**config.mk**
```make
export PLATFORM = sky130hd
export DESIGN_NAME = rename_retire_queue
export DESIGN_NICKNAME = d
export VERILOG_FILES = /design/src/rtl/rename_retire_queue_pkg.sv /design/src/rtl/rename_retire_slots.sv /design/src/rtl/rename_retire_queue.sv
export SDC_FILE = /design/constraint.sdc
export NUM_CORES = 1
export LEC_CHECK = 0
export BUFFER_PORTS_ARGS = -buffer_cell sky130_fd_sc_hd__buf_2
export CORE_AREA = 2 2 45 51
export CTS_BUF_LIST = sky130_fd_sc_hd__clkbuf_4
export DETAILED_ROUTE_END_ITERATION = 7
export DIE_AREA = 0 0 47 53
export GPL_TIMING_DRIVEN = 0
export HOLD_SLACK_MARGIN = 0.15
export PLACE_DENSITY = 0.75
export SYNTH_ARGS = -nofsm -noshare
export SYNTH_HDL_FRONTEND = slang
export SYNTH_HIERARCHICAL = 1
export SYNTH_SLANG_ARGS = --single-unit
```
**constraint.sdc**
```tcl
create_clock -name CLK -period 2.35 [get_ports CLK]
set_clock_uncertainty 0.05 [all_clocks]
set_input_delay 0.47 -clock CLK [delete_from_list [all_inputs] [get_ports CLK]]
set_output_delay 0.47 -clock CLK [all_outputs]
set_load 0.005 [all_outputs]
```
**src/rtl/rename_retire_queue_pkg.sv**
```systemverilog
// Shared widths for the rename file / retire queue pair.
// Latency: n/a (constants only).
// Backpressure: n/a.
package rename_retire_queue_pkg;

   localparam int RENAME_NAME_WIDTH = 1;
   localparam int RENAME_TAG_WIDTH  = 2;
   localparam int DEPTH             = 1 << RENAME_TAG_WIDTH;

   // Number of queue slots addressed by a tag of the given width.
   function automatic int depth_of(input int tag_w);
      return 1 << tag_w;
   endfunction

endpackage

```
**src/rtl/rename_retire_slots.sv**
```systemverilog
// Slot storage for the retire queue: name, valid and done per slot.
// Latency: writes/sets/clears visible one cycle later; read port is combinational.
// Backpressure: none here; the top decides which ports fire.
module rename_retire_slots
   import rename_retire_queue_pkg::*;
#(
   parameter int name_width = RENAME_NAME_WIDTH,
   parameter int tag_width  = RENAME_TAG_WIDTH,
   parameter int depth      = depth_of(tag_width)
) (
   input  logic                  clk,
   input  logic                  rst,
   input  logic                  wr_e,
   input  logic [tag_width-1:0]  wr_tag,
   input  logic [name_width-1:0] wr_name,
   input  logic                  set_e_1,
   input  logic [tag_width-1:0]  set_tag_1,
   input  logic                  set_e_2,
   input  logic [tag_width-1:0]  set_tag_2,
   input  logic                  clr_e,
   input  logic [tag_width-1:0]  clr_tag,
   input  logic [tag_width-1:0]  rd_tag,
   output logic [name_width-1:0] rd_name,
   output logic                  rd_valid,
   output logic                  rd_done
);

   logic [name_width-1:0] name_q [depth];
   logic [depth-1:0]      valid_q;
   logic [depth-1:0]      done_q;

   // Name storage is only written on enqueue and is never reset.
   always_ff @(posedge clk) begin
      if (wr_e) begin
         name_q[wr_tag] <= wr_name;
      end
   end

   // Flag update: done sets only land on slots already valid; clear and write override them.
   always_ff @(posedge clk) begin
      if (rst) begin
         valid_q <= '0;
         done_q  <= '0;
      end else begin
         if (set_e_1 && valid_q[set_tag_1]) begin
            done_q[set_tag_1] <= 1'b1;
         end
         if (set_e_2 && valid_q[set_tag_2]) begin
            done_q[set_tag_2] <= 1'b1;
         end
         if (clr_e) begin
            valid_q[clr_tag] <= 1'b0;
            done_q[clr_tag]  <= 1'b0;
         end
         if (wr_e) begin
            valid_q[wr_tag] <= 1'b1;
            done_q[wr_tag]  <= 1'b0;
         end
      end
   end

   assign rd_name  = name_q[rd_tag];
   assign rd_valid = valid_q[rd_tag];
   assign rd_done  = done_q[rd_tag];

endmodule

```
**src/rtl/rename_retire_queue.sv**
```systemverilog
// In-order retire queue: records allocated names, retires completed head entries to the free port.
// Latency: done mark -> RETIRE_READY one cycle; FE combinational from state and RETIRE_E.
// Backpressure: ENQ_READY low when full (no bypass through a retiring slot); retire waits on RETIRE_E.
module rename_retire_queue
   import rename_retire_queue_pkg::*;
#(
   parameter int name_width = RENAME_NAME_WIDTH,
   parameter int tag_width  = RENAME_TAG_WIDTH,
   parameter int depth      = depth_of(tag_width)   // must equal 2**tag_width
) (
   input  logic                  CLK,
   input  logic                  RST,
   input  logic [name_width-1:0] ENQ_NAME,
   input  logic                  ENQ_E,
   output logic                  ENQ_READY,
   output logic [tag_width-1:0]  ENQ_TAG,
   input  logic [tag_width-1:0]  DONE_TAG_1,
   input  logic                  DONE_E_1,
   input  logic [tag_width-1:0]  DONE_TAG_2,
   input  logic                  DONE_E_2,
   input  logic                  RETIRE_E,
   output logic                  RETIRE_READY,
   output logic [name_width-1:0] NAME_F,
   output logic                  FE,
   output logic [tag_width:0]    COUNT
);

   localparam logic [tag_width:0]   FULL_COUNT = (tag_width+1)'(depth);
   localparam logic [tag_width-1:0] ONE_TAG    = 1;

   logic [tag_width-1:0]  head;
   logic [tag_width-1:0]  tail;
   logic [tag_width:0]    count;
   logic [name_width-1:0] head_name;
   logic                  head_valid;
   logic                  head_done;
   logic                  enq_fire;
   logic                  ret_fire;

   assign ENQ_READY    = (count != FULL_COUNT);
   assign ENQ_TAG      = tail;
   assign COUNT        = count;
   assign enq_fire     = ENQ_E & ENQ_READY;
   assign RETIRE_READY = head_valid & head_done;
   // Reset cycle must never free a name, even if the head looked retirable.
   assign ret_fire     = RETIRE_E & RETIRE_READY & ~RST;
   assign FE           = ret_fire;
   assign NAME_F       = RETIRE_READY ? head_name : '0;

   rename_retire_slots #(
      .name_width (name_width),
      .tag_width  (tag_width),
      .depth      (depth)
   ) u_slots (
      .clk       (CLK),
      .rst       (RST),
      .wr_e      (enq_fire),
      .wr_tag    (tail),
      .wr_name   (ENQ_NAME),
      .set_e_1   (DONE_E_1),
      .set_tag_1 (DONE_TAG_1),
      .set_e_2   (DONE_E_2),
      .set_tag_2 (DONE_TAG_2),
      .clr_e     (ret_fire),
      .clr_tag   (head),
      .rd_tag    (head),
      .rd_name   (head_name),
      .rd_valid  (head_valid),
      .rd_done   (head_done)
   );

   // Pointer and occupancy tracking; pointers wrap naturally at 2**tag_width.
   always_ff @(posedge CLK) begin
      if (RST) begin
         head  <= '0;
         tail  <= '0;
         count <= '0;
      end else begin
         if (enq_fire) begin
            tail <= tail + ONE_TAG;
         end
         if (ret_fire) begin
            head <= head + ONE_TAG;
         end
         case ({enq_fire, ret_fire})
            2'b10:   count <= count + 1'b1;
            2'b01:   count <= count - 1'b1;
            default: count <= count;
         endcase
      end
   end

endmodule

```
==> impl_metrics.py <==
metrics = {
    "status": {
        "status": "complete, no violations",
    },
    "final_layout": {
        "final_common_cell": "buf_2",
        "fill_cells": 196,
        "nets": 134,
        "area_growth_pct": 22.8,
        "drive_gt1_frac": 0.333,
        "layout_common_cells": "buf_2, dfxtp_1, nor2_1",
        "fin_area_sq_um": 1180,
        "diodes": 0,
        "layoutNonFillerInstCount": 148,
        "postLayoutCoreUtil": 0.602,
    },
    "placement": {
        "dp_hpwl_um": 1480,
        "globalplace.congestion": 0.759,
        "post_dp_cell_area_sq_um": 1090,
        "port_buffers": 18,
        "dpl.cell_count": 141,
    },
    "clock_tree": {
        "clockBufferDepth": 2,
        "clock-sinks": 19,
        "clk_pin_slew_ns": 0.11,
        "cts_root_buf": "clkbuf_4",
        "hold_buffers": 0,
        "cts_max_level": 1,
        "cts_buffers": 3,
        "cts_tree": "built",
        "insertion_delay_ns": 0.31,
    },
    "synth": {
        "yosysWarnings": 6,
        "synth-seq-cells": 19,
        "syn_area_per_cell_sq_um": 10.1,
        "synth_top_area_cell": "dfxtp_1",
        "seq_area_frac_synth": 0.439,
        "async_reset_ff_frac": 0,
        "syn-num-nets": 108,
        "synth_top_area_frac": 0.313,
        "synth_cell_types": 35,
        "synth_ff_type": "dfxtp_1",
        "synth_cells": 95,
        "netlist_top_cells_area": "dfxtp_1, edfxtp_1, mux4_2",
        "synth-edff-count": 4,
        "syn-cell-area_sq_um": 958,
    },
    "critical_path": {
        "crit_path_end_kind": "register",
        "worstPathRequired_ns": 2.55,
        "start_kind": "register",
        "path_max_fanout": 4,
        "critPathArrivalTime_ns": 2.50,
        "worst-setup-path-type": "reg2reg",
    },
    "hold_path": {
        "hold_path.class": "in2reg",
    },
    "sta": {
        "tightest_slew_ns": 0.519,
        "finalSetupViolations": 0,
        "timing.final.crit_share": 0.976,
        "slew_violations": 0,
        "clock.fmax_ghz": 0.436,
        "min_period_ns": 2.29,
        "rsz0062_at_grt": "yes",
        "setup_tns_ns": 0,
        "finalHoldViolCount": 0,
        "slew_headroom": 0.654,
    },
    "power_and_ir_drop": {
        "leakagePower_nw": 0.483,
        "power.density_nw_per_um2": 533,
        "ir_worst_vdd_mv": 0.289,
    },
    "global_routing": {
        "antenna_found_initial": 0,
        "met1_usage": 0.295,
        "grt_overflow_total": 0,
        "grt_use_met3": 0.0444,
        "top_usage_layer": "met2",
        "grt_pass1_wl_um": 3640,
        "grt_max_degree": 11,
        "grtUsageTotal": 0.212,
        "grt_use_met2": 0.306,
        "grt_pass1_vias": 785,
    },
    "floorplanning": {
        "ios": 20,
        "core_area_sq_um": 1960,
        "dieArea_sq_um": 2490,
        "die_h_um": 53,
        "start_util": 0.490,
        "fp.dieW_um": 47,
        "rows": 17,
    },
    "routing": {
        "drt_iter0_markers": 11,
        "drt_first_pass_iters": 4,
        "vias": 812,
        "routedWlPerCell_um": 14.4,
        "antenna_left": 0,
        "route.detailed.drc": 0,
        "post_drt_via_cell_ratio": 5.49,
        "drt_wl_total_um": 2130,
    },
    "run": {
        "cap_violations": 0,
    },
}
-- sequential cells by signal (all words and copies together) (netlist names) --
register / flops
u_slots/valid_q: 4
head: 2
u_slots/done_q: 4
COUNT: 3
u_slots/name_q: 4
ENQ_TAG: 2
-- synthesized netlist by cell type, types with 2 or more instances --
master,n
a21oi_1,6
a41oi_1,2
and3_1,2
and4b_1,2
and4bb_2,2
dfxtp_1,15
edfxtp_1,4
inv_1,8
mux4_2,3
nand2_1,6
nand3_1,3
nand3b_1,2
nand4_1,2
nor2_1,11
nor3_1,2
o21ai_0,3
xor2_1,4
-- path summary, 6_finish.rpt --
path | startpoint | endpoint | slack, ns | cells after the start
max | head[0]$_SDFFE_PP0P_ | COUNT[2]$_SDFFE_PP0P_ | 0.06 | 9
min | ENQ_NAME | u_slots/name_q[2]$_DFFE_PP_ | 0.33 | 1
max reg2reg | head[0]$_SDFFE_PP0P_ | COUNT[2]$_SDFFE_PP0P_ | 0.06 | 9
min reg2reg | u_slots/valid_q[1]$_SDFF_PP0_ | u_slots/valid_q[1]$_SDFF_PP0_ | 0.46 | 2
-- metal layers --
metal  routed length (um)  up-vias  part of all wire
met2                 1050       23              0.49
met5                    0        -                 0
met3                  129        8             0.060
met4                   51        0             0.024
met1                  897      383              0.42
li1                     -      398                 -
-- metrics by stage --
step                hold slack (ns)  setup slack, ns  total power [mW]
floorplan                     0.409           0.0100             0.412
global route                  0.325          -0.0684             0.661
finish                        0.328           0.0554             0.628
CTS                           0.326         0.000727             0.625
detailed placement            0.440           -0.224             0.444
global placement              0.427           -0.159             0.438
-- power by group --
group,internal (mW),total [mW],switching (mW)
registers,0.347,0.362,0.0151
logic,0.0362,0.0796,0.0434
clock network,0.0780,0.186,0.108
total,0.461,0.628,0.167
-- worst max-delay path, cell delays in order, from the launching register on --
cell	delay, ns
dfxtp_4	0.38
mux4_2	0.40
nand3_4	0.10
nor2_4	0.13
ha_4	0.15
inv_1	0.05
fa_1	0.37
xor2_1	0.16
or3_1	0.31
a21oi_1	0.13
-- area by class of cell --
cell class                 count  area, sq um  share of cell area
sequential                    19          425               0.361
clock buffer                   4         30.0              0.0255
buffer                         2         7.51             0.00638
inverter                       8         30.0              0.0255
timing repair buffer          21          116              0.0988
multi-input combinational     66          533               0.453
tap                           28         35.0              0.0298
-- cells by family (layout without fill, tap and decap cells) --
logic type	Yosys count	count (layout)	synth area share
and+or+nand+nor	43	43	0.283
DFF	19	19	0.439
AOI/OAI and AO/OA	14	14	0.0979
buffers and inverters	10	35	0.0392
xor gates and xnor gates	4	4	0.0365
muxes	3	3	0.0705
adders and majority gates	2	2	0.0339
-- timing repair --
action | 4_1_cts | 5_1_grt
pin swaps | 1 | 3
endpoints found under the setup margin | 2 | 1
resized for setup | 5 | 3
buffers inserted | 3 | 1
Power figures use the tool's default switching activity.
